`config.mk`:
```
export PLATFORM = sky130hd
export DESIGN_NAME = baccarat_ctrl
export DESIGN_NICKNAME = d
export VERILOG_FILES = /design/src/rtl/baccarat_pkg.sv /design/src/rtl/baccarat_ctrl_draw_rules.sv /design/src/rtl/baccarat_ctrl.sv
export SDC_FILE = /design/constraint.sdc
export NUM_CORES = 1
export LEC_CHECK = 0
export ABC_AREA = 0
export CAP_MARGIN = 20
export CORE_UTILIZATION = 29
export CTS_CLUSTER_DIAMETER = 150
export DETAILED_ROUTE_END_ITERATION = 10
export PLACE_DENSITY = 0.67
export SLEW_MARGIN = 20
export SYNTH_ARGS = -nofsm -noshare
export SYNTH_HDL_FRONTEND = slang
export SYNTH_SLANG_ARGS = --single-unit
export TNS_END_PERCENT = 30
```
`constraint.sdc`:
```
create_clock -name slow_clock -period 1.3 [get_ports slow_clock]
set_input_delay 0.26 -clock slow_clock [delete_from_list [all_inputs] [get_ports slow_clock]]
set_output_delay 0.26 -clock slow_clock [all_outputs]
set_load 0.01 [all_outputs]
```
`src/rtl/baccarat_pkg.sv`:
```
// Shared types and constants for the baccarat round controller.
package baccarat_pkg;

  typedef enum logic [3:0] {
    DEAL_P1 = 4'd0,
    DEAL_D1 = 4'd1,
    DEAL_P2 = 4'd2,
    DEAL_D2 = 4'd3,
    CHECK   = 4'd4,
    P3      = 4'd5,
    BDEC    = 4'd6,
    D3      = 4'd7,
    DONE    = 4'd8
  } ctrl_state_t;

  localparam logic [3:0] NATURAL_MIN      = 4'd8;
  localparam logic [3:0] PLAYER_STAND_MIN = 4'd6;

  // Tens and court cards count as zero.
  function automatic logic [3:0] face_value(input logic [3:0] rank);
    return (rank >= 4'd10) ? 4'd0 : rank;
  endfunction

endpackage

```
`src/rtl/baccarat_ctrl_draw_rules.sv`:
```
// Banker third-card table: decides whether the banker draws once the player has drawn.
module baccarat_draw_rules
  import baccarat_pkg::*;
(
  input  logic [3:0] dscore,
  input  logic [3:0] pcard3,
  output logic       banker_draw
);

  logic [3:0] w_face;

  always_comb begin
    w_face      = face_value(pcard3);
    banker_draw = 1'b0;
    case (dscore)
      4'd0, 4'd1, 4'd2: banker_draw = 1'b1;
      4'd3:             banker_draw = (w_face != 4'd8);
      4'd4:             banker_draw = (w_face >= 4'd2) && (w_face <= 4'd7);
      4'd5:             banker_draw = (w_face >= 4'd4) && (w_face <= 4'd7);
      4'd6:             banker_draw = (w_face >= 4'd6) && (w_face <= 4'd7);
      default:          banker_draw = 1'b0;
    endcase
  end

endmodule

```
`src/rtl/baccarat_ctrl.sv`:
```
// Baccarat round sequencer: deals cards via load strobes, applies drawing rules, reports winner.
// Optional BACCARAT_STATS_EN adds saturating per-side win counters.
module baccarat_ctrl
  import baccarat_pkg::*;
(
  input  logic       slow_clock,
  input  logic       resetb,
  input  logic [3:0] pscore,
  input  logic [3:0] dscore,
  input  logic [3:0] pcard3,
  output logic       load_pcard1,
  output logic       load_pcard2,
  output logic       load_pcard3,
  output logic       load_dcard1,
  output logic       load_dcard2,
  output logic       load_dcard3,
  output logic       player_win,
  output logic       dealer_win
`ifdef BACCARAT_STATS_EN
  ,
  output logic [7:0] player_wins,
  output logic [7:0] dealer_wins
`endif
);

  ctrl_state_t r_state;
  ctrl_state_t w_next;
  // Strobe order: {pcard1, pcard2, pcard3, dcard1, dcard2, dcard3}
  logic [5:0]  w_load;
  logic        w_pwin;
  logic        w_dwin;
  logic        w_banker_draw;

  baccarat_draw_rules u_draw_rules (
    .dscore      (dscore),
    .pcard3      (pcard3),
    .banker_draw (w_banker_draw)
  );

  always_ff @(posedge slow_clock or negedge resetb) begin
    if (!resetb) r_state <= DEAL_P1;
    else         r_state <= w_next;
  end

  always_comb begin
    w_next = r_state;
    w_load = 6'b000000;
    w_pwin = 1'b0;
    w_dwin = 1'b0;
    case (r_state)
      DEAL_P1: begin w_load = 6'b100000; w_next = DEAL_D1; end
      DEAL_D1: begin w_load = 6'b000100; w_next = DEAL_P2; end
      DEAL_P2: begin w_load = 6'b010000; w_next = DEAL_D2; end
      DEAL_D2: begin w_load = 6'b000010; w_next = CHECK;   end
      CHECK: begin
        if ((pscore >= NATURAL_MIN) || (dscore >= NATURAL_MIN)) w_next = DONE;
        else if (pscore < PLAYER_STAND_MIN)                     w_next = P3;
        else if (dscore < PLAYER_STAND_MIN)                     w_next = D3;
        else                                                    w_next = DONE;
      end
      P3:   begin w_load = 6'b001000; w_next = BDEC; end
      BDEC: w_next = w_banker_draw ? D3 : DONE;
      D3:   begin w_load = 6'b000001; w_next = DONE; end
      DONE: begin
        w_pwin = (pscore >= dscore);
        w_dwin = (dscore >= pscore);
      end
      default: w_next = DEAL_P1;
    endcase
  end

  // Reset masks every output immediately, independent of the registered state.
  assign load_pcard1 = resetb & w_load[5];
  assign load_pcard2 = resetb & w_load[4];
  assign load_pcard3 = resetb & w_load[3];
  assign load_dcard1 = resetb & w_load[2];
  assign load_dcard2 = resetb & w_load[1];
  assign load_dcard3 = resetb & w_load[0];
  assign player_win  = resetb & w_pwin;
  assign dealer_win  = resetb & w_dwin;

`ifdef BACCARAT_STATS_EN
  logic [7:0] r_player_wins;
  logic [7:0] r_dealer_wins;
  logic       r_done_seen;

  // Counts only on the first DONE cycle of each round.
  always_ff @(posedge slow_clock or negedge resetb) begin
    if (!resetb) begin
      r_player_wins <= 8'd0;
      r_dealer_wins <= 8'd0;
      r_done_seen   <= 1'b0;
    end else if ((r_state == DONE) && !r_done_seen) begin
      r_done_seen <= 1'b1;
      if (w_pwin && (r_player_wins != 8'hFF)) r_player_wins <= r_player_wins + 8'd1;
      if (w_dwin && (r_dealer_wins != 8'hFF)) r_dealer_wins <= r_dealer_wins + 8'd1;
    end
  end

  assign player_wins = r_player_wins;
  assign dealer_wins = r_dealer_wins;
`endif

endmodule

```
# Word-level counts from Yosys, hierarchy flattened
# Index checks and enable logic that the tools add are counted.
# totals
n_memories	0
latch_bits	0
ram_bits	0
output_inout_bits	8
word_cells	52
in_bits	14
reg_bits	4
mem_bits_ro	0
# classes
n_eq_ne	15
shift	0
n_div	0
add_sub_neg	0
muxes	10
order_cmp	11
n_reduce_logical	7
multipliers	0
n_bitwise	8
# op_table
operator	count
$pmux W4 S9	1
$pmux W6 S6	1
$eq A4 B3 Y1 const B	7
$mux W4	5
$eq A4 B2 Y1 const B	4
$ge A4 B4 Y1 const B	3
$and A1 B1 Y1	8
$eq A4 B1 Y1 const B	2
$ge A4 B3 Y1 const B	2
$ge A4 B4 Y1	2
$logic_not A4 Y1	2
$lt A4 B3 Y1 const B	2
$pmux W1 S5	1
$eq A4 B4 Y1 const B	1
$ge A4 B2 Y1 const B	1
$le A4 B3 Y1 const B	1
$ne A4 B4 Y1 const B	1
$logic_and A1 B1 Y1	3
$reduce_or A3 Y1	1
$mux W1	2
$logic_or A1 B1 Y1	1

# Longest topological paths before layout
# depth
ltp_word	7
mapped_depth	6
mapped_depth_nobuf	6

# Hierarchy
# A second synthesis with hierarchy kept.
# unflattened
cells_unflattened	64
area_unflattened_um2	544.3
# modules_own_cells
module	cells_each	area_each_um2	instances	seq_area_each_um2
baccarat_ctrl	57	479.2	1	100.1
baccarat_draw_rules	7	65.1	1	0.0

# Worst setup path before layout
# No wires, ideal clock.
# synth_path
path_kind	input to output
start	in pscore[1]
end	out player_win
arrival_time_ns	1.211
required_ns	1.040
path_slack_ns	-0.171
path_stages	6
path_buffers	0
cell_sequence	inv_1 -> ha_1 -> nor2b_1 -> o21a_1 -> o21ai_0 -> a22o_1
# synth_between
elab_chain_len	3
# synth_rtl
item	line_no	rtl
start: declaration	baccarat_ctrl.sv:8	input logic [3:0] pscore,
$ge A4 B4 Y1	baccarat_ctrl.sv:65	w_pwin = (pscore >= dscore);
$mux W1	baccarat_ctrl.sv:50	case (r_state)
$and A1 B1 Y1	baccarat_ctrl.sv:79	assign player_win = resetb & w_pwin;
end: declaration	baccarat_ctrl.sv:17	output logic player_win,
# Every way passes these cells.

# Worst setup path in the final report
# layout_path
start	in dscore[1]
end	out player_win
# layout_between
elab_chain_len	3
# layout_rtl
item	line_no	rtl
start: declaration	baccarat_ctrl.sv:9	input logic [3:0] dscore,
$ge A4 B4 Y1	baccarat_ctrl.sv:65	
$mux W1	baccarat_ctrl.sv:50	
$and A1 B1 Y1	baccarat_ctrl.sv:79	
# Every way passes these cells.

==> impl_metrics.py <==
metrics = {
    "run_status": {
        "status": "finished, violations left",
        "violations": "negative setup slack",
    },
    "logic_synthesis": {
        "synth_area_leaders": "dfrtp_1, ha_1, nor2_1, nand2b_1, nor2b_1",
        "synth_cells": 67,
        "synth_cell_types": 34,
        "ys_warn_count": 0,
        "synth_area_um2": 515,
        "synth.net_count": 85,
        "synth_seq_cells": 4,
        "avgSynthCellArea_um2": 7.69,
        "yosys.area.top_type_share_pct": 19.4,
        "ys_seq_area_share_pct": 19.4,
        "yosys.area.top_type": "dfrtp_1",
    },
    "timing": {
        "hold_viol": 0,
        "clock_skew_ps": 3.93,
        "rsz0062_at_grt": "true",
        "slew_headroom_pct": 80.2,
        "final-max-slew-violation-count": 0,
        "period_share_pct": 118,
        "fmax_mhz": 650,
        "tightestPinTransition_ps": 297,
        "setup_ws_ps": -239,
        "setup_violations": 10,
        "whs_ps": 54.3,
        "fin_crit_ps": 1540,
    },
    "clock_tree": {
        "h-tree-depth": 1,
        "cts_max_path_buffers": 2,
        "cts_inserted_buffers": 3,
        "cts_root_buffer": "clkbuf_4",
        "cts_tree": "yes",
        "cts_sinks": 4,
        "clock_latency_ps": 240,
        "clkTransAtPathRegs_ps": 40,
        "cts-hold-fix-buffers": 0,
    },
    "floorplan": {
        "coreArea_mm2": 0.00158,
        "die-width_um": 44.2,
        "die_h_um": 44.2,
        "dieArea_mm2": 0.00195,
        "start_util_pct": 32.7,
        "ios": 22,
        "rows": 14,
    },
    "critical_path": {
        "rrSetupSlack_ps": -180,
        "crit_slowest_cell": "ha_4",
        "worstPathMaxFanout": 2,
        "critPathLaunch": "dscore[1]",
        "path_buf_inv": 2,
        "critPathTopFamily": "compound AO/OA/AOI/OAI gates",
        "worstSetupPathType": "input pin to output port",
        "required_ps": 1040,
        "crit_path_end": "player_win",
        "startpoint_type": "input pin",
        "slowest_delay_ps": 250,
        "r2r_start": "r_state[2]",
        "crit_chain": "buf_4, ha_4, nor2b_1, o21a_1, o21ai_2, a22o_1, buf_2",
        "crit_arrival_ps": 1280,
        "cp-end-kind": "output port",
        "worstRegToRegCells": 6,
        "cp.depth": 7,
        "regToRegEndpoint": "r_state[3]",
    },
    "power_and_ir_drop": {
        "p_sw_uw": 595,
        "total_power_mw": 1.47,
        "combPwrFrac_pct": 70.9,
        "ir_worst_vdd_mv": 0.808,
        "pwr-share-clk_pct": 10.5,
        "power_density_mw_per_mm2": 1440,
        "internal_power_uw": 874,
        "cellLeakagePower_nw": 0.514,
        "switching_share_pct": 40.5,
        "p_seq_share_pct": 18.7,
    },
    "drt": {
        "drc_errors": 0,
        "drtAntennaViolNets": 0,
        "dr.pass1.iters": 6,
        "routed_via_density": 5.05,
        "wl_per_cell_um": 11.6,
        "dr_total_vias": 646,
        "drt_iter0_drc": 6,
        "drt_wl_total_mm": 1.48,
    },
    "finish": {
        "drive_gt1_share_pct": 56.3,
        "nets": 132,
        "top_regs": "r_state: 4 flops",
        "syn_to_final_growth_pct": 98.5,
        "regMostFlops": "r_state",
        "largest_reg_flops": 4,
        "num_antenna_cells": 0,
    },
    "placed_design": {
        "place_congestion": 0.849,
        "dp_hpwl_mm": 1.12,
        "numPortBuffers": 21,
    },
    "worst_hold_path": {
        "hold_class": "input pin to async pin",
    },
    "grt": {
        "antenna_found_initial": 0,
        "grt_pass1_wl_mm": 2.46,
        "grt_pass1_vias": 633,
        "grt_use_total_pct": 16.7,
        "overflow": 0,
        "grt_max_degree": 11,
    },
    "flow_run": {
        "drv_cap": 0,
    },
}
## worst min path at each step
stage	endpoint	startpoint	slack, ps
floorplan	r_state[0]	resetb	-40
global placement	r_state[2]	resetb	550
CTS	r_state[2]	resetb	50
finish	r_state[2]	resetb	50
global route	r_state[1]	resetb	70
detailed placement	r_state[2]	resetb	550
## placed cells by master (no fill, tap or decap), types with 2 or more instances in the layout
cell and n:
nor3_1 2, inv_1 3, nand2_2 2, nand2b_4 3, nor2_1 9, nor2b_4 2, dlymetal6s2s_1 3, a21oi_1 2
nor2b_1 2, buf_6 5, dfrtp_1 4, buf_4 20, buf_2 12, clkbuf_4 3, ha_4 3
## power groups by stage
| stage | registers (mW) | clock network [mW] | logic, mW |
|---|---|---|---|
| finish | 0.274 | 0.154 | 1.04 |
| global route | 0.281 | 0.173 | 1.13 |
| CTS | 0.268 | 0.163 | 0.915 |
| detailed placement | 0.235 | 0 | 0.805 |
| global placement | 0.233 | 0 | 0.801 |
| floorplan | 0.224 | 0 | 0.411 |
## logic make-up (layout without fill, tap and decap cells)
kind of cell	count (synthesis)	in the layout	synth area share, %
buffers and inverters	7	52	5.58
and+or+nand+nor	37	37	41.0
AOI/OAI and AO/OA	15	15	24.3
adders and majority gates	4	4	9.71
DFF	4	4	19.4
## layer usage
layer	global-route usage, %	share of wire (%)
met1	18.4	41
met5	0	0
met3	4.90	5.5
met2	31.2	53
met4	3.64	0
## metrics by stage
step	cell area [um2]	util (%)	TNS, ps	cells	setup slack, ps
after floorplan	533	-	-51.1	67	-51.1
after global placement	888	56.3	-8410	120	-1130
after detailed placement	888	56.3	-8610	120	-1170
after CTS	958	60.8	-2230	124	-285
after global routing	1020	64.9	-2350	128	-287
final	1020	64.9	-1660	128	-239
## cell usage after synthesis, drive strengths merged
master / count
a211o: 1
a211oi: 1
a21oi: 2
a221oi: 1
a22o: 1
a311oi: 2
a31oi: 1
a32o: 1
and2: 2
and2b: 1
and3: 1
and3b: 1
and4: 1
buf: 2
dfrtp: 4
ha: 4
inv: 5
nand2: 2
nand2b: 4
nand3: 2
nand3b: 1
nand4: 1
nand4b: 1
nor2: 11
nor2b: 4
nor3: 3
o21a: 1
o21ai: 2
o311ai: 1
o31ai: 1
or2b: 1
or3b: 1
## cell type report
class | count | area [um2]
inverter | 5 | 23.8
clock buffer | 3 | 22.5
sequential | 4 | 100
fill | 151 | 553
tap | 16 | 20.0
multi-input combinational | 56 | 509
timing repair buffer | 44 | 348
## worst register-to-register path: cells and delay by family (launching register included)
kind | cells | cell delay [ps]
compound gates | 2 | 410
flops | 1 | 400
simple gates | 2 | 280
buf+inv | 2 | 250
## repair_timing
action | 4_1_cts | 5_1_grt
resized for setup | 83 | 13
endpoints found under the setup margin | 12 | 12
setup buffers | 1 | 4
pin swaps | 13 | 9
Note: power is estimated with default switching activity, not from simulation.
